==> src/rtl/pipe_pkg.sv <==
// Shared definitions for elastic pipeline latches: stage state encoding and
// the instruction NOP used to fill squashed instruction latches.
package pipe_pkg;

   typedef enum logic [1:0] {
      ST_EMPTY = 2'd0,
      ST_ONE   = 2'd1,
      ST_FULL  = 2'd2
   } state_e;

   // addi x0, x0, 0
   localparam logic [31:0] NOP_INSN = 32'h0000_0013;

endpackage

==> src/rtl/pipe_skid_entry.sv <==
// One payload register of a skid stage: synchronous clear to FLUSH_VALUE,
// otherwise loads d when load is high and holds when it is low.
module pipe_skid_entry
   import pipe_pkg::*;
#(
   parameter int unsigned          DATA_SIZE   = 16,
   parameter logic [DATA_SIZE-1:0] FLUSH_VALUE = {DATA_SIZE{1'b0}}
) (
   input  logic                 clk,
   input  logic                 clear,
   input  logic                 load,
   input  logic [DATA_SIZE-1:0] d,
   output logic [DATA_SIZE-1:0] q
);

   always_ff @(posedge clk) begin
      if (clear) begin
         q <= FLUSH_VALUE;
      end else if (load) begin
         q <= d;
      end
   end

endmodule

==> src/rtl/pipe_skid_reg.sv <==
// Two-entry valid/ready pipeline register with flush. The main entry drives
// out_data; the skid entry catches the word that arrives while stalled.
module pipe_skid_reg
   import pipe_pkg::*;
#(
   parameter int unsigned          DATA_SIZE   = 16,
   parameter logic [DATA_SIZE-1:0] FLUSH_VALUE = {DATA_SIZE{1'b0}}
) (
   input  logic                 clk,
   input  logic                 rst,
   input  logic                 flush,
   input  logic                 in_valid,
   input  logic [DATA_SIZE-1:0] in_data,
   output logic                 in_ready,
   output logic                 out_valid,
   output logic [DATA_SIZE-1:0] out_data,
   input  logic                 out_ready,
   output logic [1:0]           occupancy
);

   state_e               state_q, state_d;
   logic                 clear;
   logic                 accept, consume;
   logic                 main_load, skid_load, main_from_skid;
   logic [DATA_SIZE-1:0] main_d, main_q, skid_q;

   // Handshake flags decode straight from the state flop, never from in_*.
   assign in_ready  = (state_q != ST_FULL);
   assign out_valid = (state_q != ST_EMPTY);
   assign occupancy = state_q;

   assign clear   = rst | flush;
   assign accept  = in_valid & in_ready;
   assign consume = out_valid & out_ready;

   always_ff @(posedge clk) begin
      if (clear) begin
         state_q <= ST_EMPTY;
      end else begin
         state_q <= state_d;
      end
   end

   always_comb begin
      state_d        = state_q;
      main_load      = 1'b0;
      skid_load      = 1'b0;
      main_from_skid = 1'b0;
      case (state_q)
         ST_EMPTY: begin
            if (accept) begin
               state_d   = ST_ONE;
               main_load = 1'b1;
            end
         end
         ST_ONE: begin
            if (consume && accept) begin
               main_load = 1'b1;
            end else if (consume) begin
               // Main keeps the consumed word; out_valid alone marks it stale.
               state_d = ST_EMPTY;
            end else if (accept) begin
               state_d   = ST_FULL;
               skid_load = 1'b1;
            end
         end
         ST_FULL: begin
            if (consume) begin
               state_d        = ST_ONE;
               main_load      = 1'b1;
               main_from_skid = 1'b1;
            end
         end
         default: state_d = ST_EMPTY;
      endcase
   end

   assign main_d   = main_from_skid ? skid_q : in_data;
   assign out_data = main_q;

   pipe_skid_entry #(
      .DATA_SIZE   (DATA_SIZE),
      .FLUSH_VALUE (FLUSH_VALUE)
   ) u_main (
      .clk   (clk),
      .clear (clear),
      .load  (main_load),
      .d     (main_d),
      .q     (main_q)
   );

   pipe_skid_entry #(
      .DATA_SIZE   (DATA_SIZE),
      .FLUSH_VALUE (FLUSH_VALUE)
   ) u_skid (
      .clk   (clk),
      .clear (clear),
      .load  (skid_load),
      .d     (in_data),
      .q     (skid_q)
   );

endmodule

==> config.mk <==
export PLATFORM = sky130hd
export DESIGN_NAME = pipe_skid_reg
export DESIGN_NICKNAME = d
export VERILOG_FILES = /design/src/rtl/pipe_pkg.sv /design/src/rtl/pipe_skid_entry.sv /design/src/rtl/pipe_skid_reg.sv
export SDC_FILE = /design/constraint.sdc
export NUM_CORES = 1
export LEC_CHECK = 0
export ABC_AREA = 1
export BUFFER_PORTS_ARGS = -buffer_cell sky130_fd_sc_hd__buf_2
export CORE_ASPECT_RATIO = 0.5
export CORE_MARGIN = 10
export CORE_UTILIZATION = 59
export CTS_BUF_LIST = sky130_fd_sc_hd__clkbuf_8
export DETAILED_ROUTE_END_ITERATION = 7
export HOLD_SLACK_MARGIN = 0.12
export PLACE_DENSITY = 0.89
export RECOVER_POWER = 100
export SYNTH_ARGS = -nofsm -noshare
export SYNTH_HDL_FRONTEND = slang
export SYNTH_HIERARCHICAL = 1
export SYNTH_SLANG_ARGS = --single-unit
==> constraint.sdc <==
create_clock -name clk -period 2.05 [get_ports clk]
set_input_delay 0.41 -clock clk [delete_from_list [all_inputs] [get_ports clk]]
set_output_delay 0.41 -clock clk [all_outputs]
set_load 0.02 [all_outputs]
==> results by group, run 1 <==
Placement
  – Placed inst area: 0.00190 mm2
  – Dpl cells: roughly 350
  – Post-place setup slack: approximately 0.38 ns
  – DP HPWL: between 2 and 3 mm
  – RD Place Congestion: roughly 0.8
  – Buffers on Ports: 40

Timing
  – Pins Over Slew Limit: 0
  – Setup Skew: 0.00477 ns
  – RSZ-0062 raised after global routing: false
  – Final Cycle Share: 84.3%
  – Slew HR: 64.0%
  – Setup violations, final: 0
  – Worst Max-Slew Pin Slew: 0.539 ns
  – PnR worst setup slack: around 0.32 ns
  – Peak Freq: about 0.58 GHz
  – Crit path time final: around 1.7 ns
  – Hold Vio Cnt, Final: 0
  – Setup TNS: 0 ns

Final layout
  – Layout area overhead: 12.4%
  – Nets: 343
  – Commonest cells after routing, fill and taps aside: nand2_1 (107), nor2_1 (66), inv_1 (40)
  – Final Cell Area: 0.00196 mm2
  – Final Util: slightly above 70%
  – Share of layout cells above drive strength 1: 11.8%
  – ANT cells: 0
  – Commonest non-fill, non-tap cell in the layout: nand2_1
  – Non-Filler Instances: 360

Global routing
  – GRT overflow: 0
  – GRT Total Usage: between 10% and 20%
  – Initial antenna violation count: 0
  – Pin count of the biggest net entering global routing: 33
  – First-pass GRT wire length: ~6.8 mm
  – Vias in the first global route: ~1600

Yosys
  – Syn nets: ~300
  – Count of different cell masters after synthesis: 13
  – Synth Warn #: 6
  – Leading area contributor after synthesis: dfxtp_1
  – Flops & latches, synth: 34
  – Avg Cell Area, Syn: slightly above 6 um2
  – Synthesized cell area: between 0.0015 and 0.002 mm2
  – Synthesized instance count: between 200 and 300
  – Area contributors post-synth: dfxtp_1 (39%), nand2_1 (23%), nor2_1 (14%)
  – Sequential share of the synthesized area: approximately two fifths
  – Top cell type's share of synthesized area: roughly two fifths

Clocking
  – CTS H-tree lvls: 2
  – Worst-skew pair later-pin latency: 0.29 ns
  – Post-CTS Setup Inserts: 0
  – Root Driver: clkbuf_8
  – CTS buffer count: 5
  – PostCTS Resize Cnt: 0
  – Worst-path clk slew: around 0.07 ns
  – CTS Sinks: 34
  – CTS tree: built
  – Cts hold-fix bufs: 0
  – Longest Clk Path Bufs: 2

Flow run
  – Max-cap viol count: 0

Detailed routing
  – Vias/cell: between 4 and 5
  – # DRC: 0
  – Routed WL: between 4 and 5 mm
  – Via count: 1714
  – TritonRoute pass-1 iters: 4
  – Post-DRT Antenna Nets: 0
  – DRT iter0 DRCs: 127
  – WL/cell: around 11 um

Die
  – Core area: around 0.0027 mm2
  – Die ar.: 0.00566 mm2
  – Die X: slightly below 100 um
  – # rows: 13
  – Initial Utilization: between 60 and 70%
  – Die H: a little under 60 um
  – Ports: a little over 40

Power
  – Pint: between 0.001 and 0.0015 W
  – Clock Power Share: ~37%
  – Lkg Pwr: between 1 and 1.5 nW
  – Net switching power: around 0.00037 W
  – Comb pwr share: a little over an eighth
  – Reg power frac: between 50% and 60%
  – Switching share of power: between 20 and 30%
  – VDD IR max: roughly 0.00036 V
  – PD cells: 704 mW/mm2

Worst hold path
  – Hold Crit Endpoint: occupancy[0]
  – Min-delay worst type: in2reg
  – Hold path start: rst
  – WHS Path Cells: 4

Setup path
  – WP data arrival: approximately 1.9 ns
  – CP max stage delay: ~0.39 ns
  – Cells along the critical path: inv_1, nor2_8, nand2_4, nand2_1, buf_4, nand2_1, nand2_1, nor2_2
  – R2r setup slk: around 0.32 ns
  – CP max stage cell: dfxtp_1
  – Startpoint types: register
  – CP Class: reg2reg
  – Worst r2r path cells: 8
  – Terminus of the critical flop-to-flop path: u_main/q[5]
  – Most common cell on crit path: nand2_1
  – Critical Path RT: around 2.2 ns
  – Crit path max fanout: 32
  – CP endpoint kind: register
  – Worst r2r src: occupancy[1]

Run status
  – Status: finished clean
[stage by stage]
stage	total power, W	hold slack, ns
detailed placement	0.000892	0.460
global route	0.00145	0.392
global placement	0.000886	0.453
CTS	0.00139	0.372
floorplan	0.000843	0.450
finish	0.00138	0.373
[cell usage after synthesis]
cell type,count
a21oi_1,2
buf_2,1
buf_4,4
buf_6,7
dfxtp_1,34
inv_1,38
inv_2,3
nand2_1,107
nand2_4,1
nand3_1,16
nor2_1,66
nor2_2,4
nor2_8,1
[how the worst max path moves through the flow]
stage / start / end / cells after the start
detailed placement: out_ready / u_main/q[5] / 9
finish: occupancy[1] / u_main/q[5] / 8
floorplan: occupancy[1] / u_main/q[4] / 9
CTS: occupancy[1] / u_main/q[5] / 8
global route: occupancy[1] / u_main/q[6] / 8
global placement: out_ready / u_main/q[0] / 7
[area by class of cell]
class                   count  area [um2]
multi-input cells         197         796
fillers                   229         739
flip-flops and latches     34         681
repair buffers             43         193
inverters                  41         154
clock buffers               6        82.6
well taps                  37        46.3
clock inverters             2        8.76
[state kept, by name, indices dropped and copies added, names as in the netlist]
signal     flops
u_skid/q      16
occupancy      2
u_main/q      16
[worst max-delay path: cells and delay by family (launching register included)]
kind | cells | cell delay, ns
DFF | 1 | 0.39
buffers and inverters | 2 | 0.43
and+or+nand+nor | 6 | 0.79
[logic make-up (layout without fill, tap and decap cells)]
kind of cell | after synthesis | after routing | synth area share [%]
and+or+nand+nor | 195 | 195 | 45.1
buffers and inverters | 53 | 92 | 15.4
DFF | 34 | 34 | 39.0
AOI/OAI and AO/OA | 2 | 2 | 0.574
[power groups by stage]
stage	clock (W)	combinational, W	sequential, W
floorplan	0	0.000119	0.000724
global placement	0	0.000182	0.000704
detailed placement	0	0.000187	0.000705
CTS	0.000513	0.000188	0.000690
global route	0.000550	0.000211	0.000692
finish	0.000506	0.000184	0.000690
[routing by layer]
metal	share of wire (%)	routed length [um]	up-vias	global-route usage [%]
li1	-	-	897	-
met1	44	1750	755	15.2
met2	46	1850	56	25.3
met3	8.9	355	6	7.22
met4	1.1	46	0	4.38
met5	0	0	-	0
Note: power is estimated with default switching activity, not from simulation.
==> run 2, diff against run 1 <==
--- a/config.mk
+++ b/config.mk
@@ -5,15 +5,15 @@
 export SDC_FILE = /design/constraint.sdc
 export NUM_CORES = 1
 export LEC_CHECK = 0
-export ABC_AREA = 1
+export ABC_AREA = 0
 export BUFFER_PORTS_ARGS = -buffer_cell sky130_fd_sc_hd__buf_2
 export CORE_ASPECT_RATIO = 0.5
 export CORE_MARGIN = 10
-export CORE_UTILIZATION = 59
+export CORE_UTILIZATION = 48
 export CTS_BUF_LIST = sky130_fd_sc_hd__clkbuf_8
 export DETAILED_ROUTE_END_ITERATION = 7
 export HOLD_SLACK_MARGIN = 0.12
-export PLACE_DENSITY = 0.89
+export PLACE_DENSITY = 0.79
 export RECOVER_POWER = 100
 export SYNTH_ARGS = -nofsm -noshare
 export SYNTH_HDL_FRONTEND = slang
==> constraint.sdc (replaced) <==
create_clock -name clk -period 1.4 [get_ports clk]
set_input_delay 0.28 -clock clk [delete_from_list [all_inputs] [get_ports clk]]
set_output_delay 0.28 -clock clk [all_outputs]
set_load 0.02 [all_outputs]
==> results by group, run 2 <==
Worst hold path
  – Min-delay worst type: in2reg (unchanged)

Yosys
  – Area contributors post-synth: dfxtp_1 (45%), mux2i_1 (21%), mux2_4 (7.9%) (was dfxtp_1 (39%), nand2_1 (23%), nor2_1 (14%))
  – Top cell type's share of synthesized area: 45.0% (was 39.0%)
  – Largest family of logic cells by synthesized area: multiplexers (was simple AND/OR/NAND/NOR gates)
  – Ys flop type: dfxtp_1 (unchanged)
  – Syn nets: 158 (was 305)
  – Post-synth top cells: dfxtp_1 (34), mux2i_1 (32), nor2_1 (32) (was nand2_1 (107), nor2_1 (66), inv_1 (38))
  – Synth Area in Compound Gates: 0.744% (was 0.574%)
  – Flops & latches, synth: 34 (unchanged)
  – EDFF count, synth: 0 (unchanged)
  – Synth Warn #: 6 (unchanged)
  – Count of different cell masters after synthesis: 22 (was 13)
  – Ys async rst share: 0% (unchanged)
  – Adder-cell share of the synthesized area: 0% (unchanged)
  – Leading area contributor after synthesis: dfxtp_1 (unchanged)
  – Post-synthesis mux area share: 35.0% (was 0%)
  – Sequential share of the synthesized area: 45.0% (was 39.0%)
  – Xor and xnor area share after synthesis: 0% (unchanged)
  – Avg Cell Area, Syn: 11.1 um2 (was 6.14 um2)
  – Simple-Gate Fraction of Synth Area: 13.0% (was 45.1%)
  – Count leader, synth: dfxtp_1 (was nand2_1)
  – Synthesized instance count: 137 (was 284)
  – Synthesized cell area: 0.00151 mm2 (was 0.00174 mm2)

Timing
  – Crit path time final: 1.48 ns (was 1.73 ns)
  – Setup Skew: 0.00229 ns (was 0.00477 ns)
  – RSZ-0062 raised after global routing: true (was false)
  – Setup TNS: -0.0938 ns (was 0 ns)
  – PnR worst setup slack: -0.0767 ns (was 0.322 ns)
  – Hold Slack: 0.249 ns (was 0.373 ns)
  – Pins Over Slew Limit: 0 (unchanged)
  – Hold Vio Cnt, Final: 0 (unchanged)
  – Peak Freq: 0.677 GHz (was 0.579 GHz)
  – Worst Max-Slew Pin Slew: 0.331 ns (was 0.539 ns)
  – Setup violations, final: 2 (was 0)
  – Final Cycle Share: 105% (was 84.3%)
  – Slew HR: 77.9% (was 64.0%)

Global routing
  – Pin count of the biggest net entering global routing: 19 (was 33)
  – First-pass GRT wire length: 5.04 mm (was 6.77 mm)
  – Vias in the first global route: 1087 (was 1611)
  – GRT overflow: 0 (unchanged)
  – GRT Total Usage: 10.7% (was 14.4%)
  – Initial antenna violation count: 0 (unchanged)

Run status
  – Status: complete, but fails checks (was finished clean)
  – Failing checks: setup timing

Final layout
  – ANT cells: 0 (unchanged)
  – Commonest cells after routing, fill and taps aside: nor2_1 (32), dfxtp_1 (32), mux2i_1 (31) (was nand2_1 (107), nor2_1 (66), inv_1 (40))
  – Share of layout cells above drive strength 1: 36.6% (was 11.8%)
  – Nets: 208 (was 343)
  – Final Cell Area: 0.00191 mm2 (was 0.00196 mm2)
  – Layout area overhead: 26.4% (was 12.4%)
  – Fill cells: 240 (was 229)
  – Non-Filler Instances: 226 (was 360)
  – Final Util: 63.5% (was 72.6%)

Die
  – Initial Utilization: 50.2% (was 64.6%)
  – Die X: 99.4 um (was 96.9 um)
  – # rows: 14 (was 13)
  – Die ar.: 0.00594 mm2 (was 0.00566 mm2)
  – Core area: 0.00301 mm2 (was 0.00270 mm2)
  – Ports: 41 (unchanged)
  – Die H: 59.7 um (was 58.4 um)

Clocking
  – CTS tree: built (unchanged)
  – CTS buffer count: 5 (unchanged)
  – Root Driver: clkbuf_8 (unchanged)
  – Worst-skew pair later-pin latency: 0.28 ns (was 0.29 ns)
  – Worst-path clk slew: 0.06 ns (was 0.07 ns)
  – Longest Clk Path Bufs: 2 (unchanged)
  – Cts hold-fix bufs: 0 (unchanged)
  – CTS H-tree lvls: 2 (unchanged)
  – CTS Sinks: 34 (unchanged)

Placement
  – RD Place Congestion: 0.668 (was 0.810)
  – DP HPWL: 2.28 mm (was 2.91 mm)
  – Placed inst area: 0.00175 mm2 (was 0.00190 mm2)
  – Dpl cells: 215 (was 352)
  – Buffers on Ports: 40 (unchanged)

Setup path
  – WP data arrival: 1.64 ns (was 1.91 ns)
  – CP Class: reg2reg (unchanged)
  – Startpoint types: register (unchanged)
  – Critical path destination: u_main/q[13] (was u_main/q[5])
  – CP endpoint kind: register (unchanged)
  – Crit path max fanout: 5 (was 32)
  – Critical Path RT: 1.57 ns (was 2.23 ns)
  – Terminus of the critical flop-to-flop path: u_main/q[13] (was u_main/q[5])
  – Critical Path Start: occupancy[1] (unchanged)
  – Worst r2r path cells: 6 (was 8)
  – R2r setup slk: -0.08 ns (was 0.32 ns)
  – Worst r2r src: occupancy[1] (unchanged)

Detailed routing
  – Via count: 1155 (was 1714)
  – TritonRoute pass-1 iters: 4 (unchanged)
  – Vias/cell: 5.11 (was 4.76)
  – # DRC: 0 (unchanged)
  – WL/cell: 15.7 um (was 11.1 um)
  – Routed WL: 3.55 mm (was 4.01 mm)
  – Post-DRT Antenna Nets: 0 (unchanged)
  – DRT iter0 DRCs: 73 (was 127)

Flow run
  – Max-cap viol count: 0 (unchanged)

Power
  – Lkg Pwr: 0.807 nW (was 1.03 nW)
  – VDD IR max: 0.000635 V (was 0.000361 V)
  – PD cells: 1010 mW/mm2 (was 704 mW/mm2)
-- run 2: changes by cell type after synthesis, sizes merged, moves of 2 or more --
cell	previous run	this run
nor2b	0	2
nor2	71	32
mux2i	0	32
or2	0	2
nand2	108	3
nand3	16	0
inv	41	1
buf	12	9
mux2	0	16
-- run 2: metal layers --
metal	wire (um)	share of wire, %	up-vias	track usage [%]
met5	0	0	-	0
li1	-	-	561	-
met2	1790	51	29	19.3
met4	51	1.4	0	4.87
met1	1540	43	560	11.2
met3	163	4.6	5	4.14
-- run 2: area by class of cell --
| type | instances | area [um2] | share of cell area (%) |
|---|---|---|---|
| Timing Repair Buffer | 49 | 282 | 14.7 |
| Clock buffer | 6 | 82.6 | 4.32 |
| Tap cell | 40 | 50.0 | 2.62 |
| Sequential cell | 34 | 686 | 35.8 |
| Inverter | 1 | 3.75 | 0.196 |
| Multi-Input combinational cell | 96 | 810 | 42.3 |
-- run 2: worst min path at each step --
stage | start | to | slack [ns] | depth (start not counted)
floorplan | out_ready | occupancy[1] | 0.35 | 1
global placement | u_skid/q[3] | u_skid/q[3] | 0.46 | 2
detailed placement | u_skid/q[6] | u_skid/q[6] | 0.48 | 2
CTS | in_data[6] | u_skid/q[6] | 0.24 | 3
global route | in_data[6] | u_skid/q[6] | 0.26 | 3
finish | in_data[6] | u_skid/q[6] | 0.25 | 3
-- run 2: timing repair --
item                       CTS  global route
gates resized for setup      2            11
buffers inserted             0             2
setup endpoints to repair    6            30
pin swaps                    1             1
cloned                       0             3
-- run 2: power breakdown --
group / total (W) / switching, W / internal (W)
Combinational: 0.000231 / 0.000120 / 0.000111
Clock: 0.000706 / 0.000327 / 0.000379
Sequential: 0.000997 / 0.0000114 / 0.000985
Total: 0.00193 / 0.000459 / 0.00147
-- run 2: worst max-delay path, cell delays in order (launching register included) --
cell	delay (ns)
dfxtp_4	0.36
nor2b_4	0.17
buf_6	0.16
nand2_4	0.09
mux2_4	0.31
mux2i_1	0.19
nor2_1	0.08
-- run 2: cell families (layout without fill, tap and decap cells) --
family,Yosys count,in the layout
muxes,48,48
DFF,34,34
and+or+nand+nor,43,46
buffers and inverters,10,56
AOI/OAI and AO/OA,2,2
-- run 2: metrics by stage --
stage          worst slack (ns)  total power, W
5_1_grt                  -0.113         0.00201
6_report                -0.0767         0.00193
3_3_place_gp             0.0296         0.00123
2_1_floorplan           -0.0602         0.00117
4_1_cts                 0.00703         0.00194
3_5_place_dp            -0.0415         0.00124
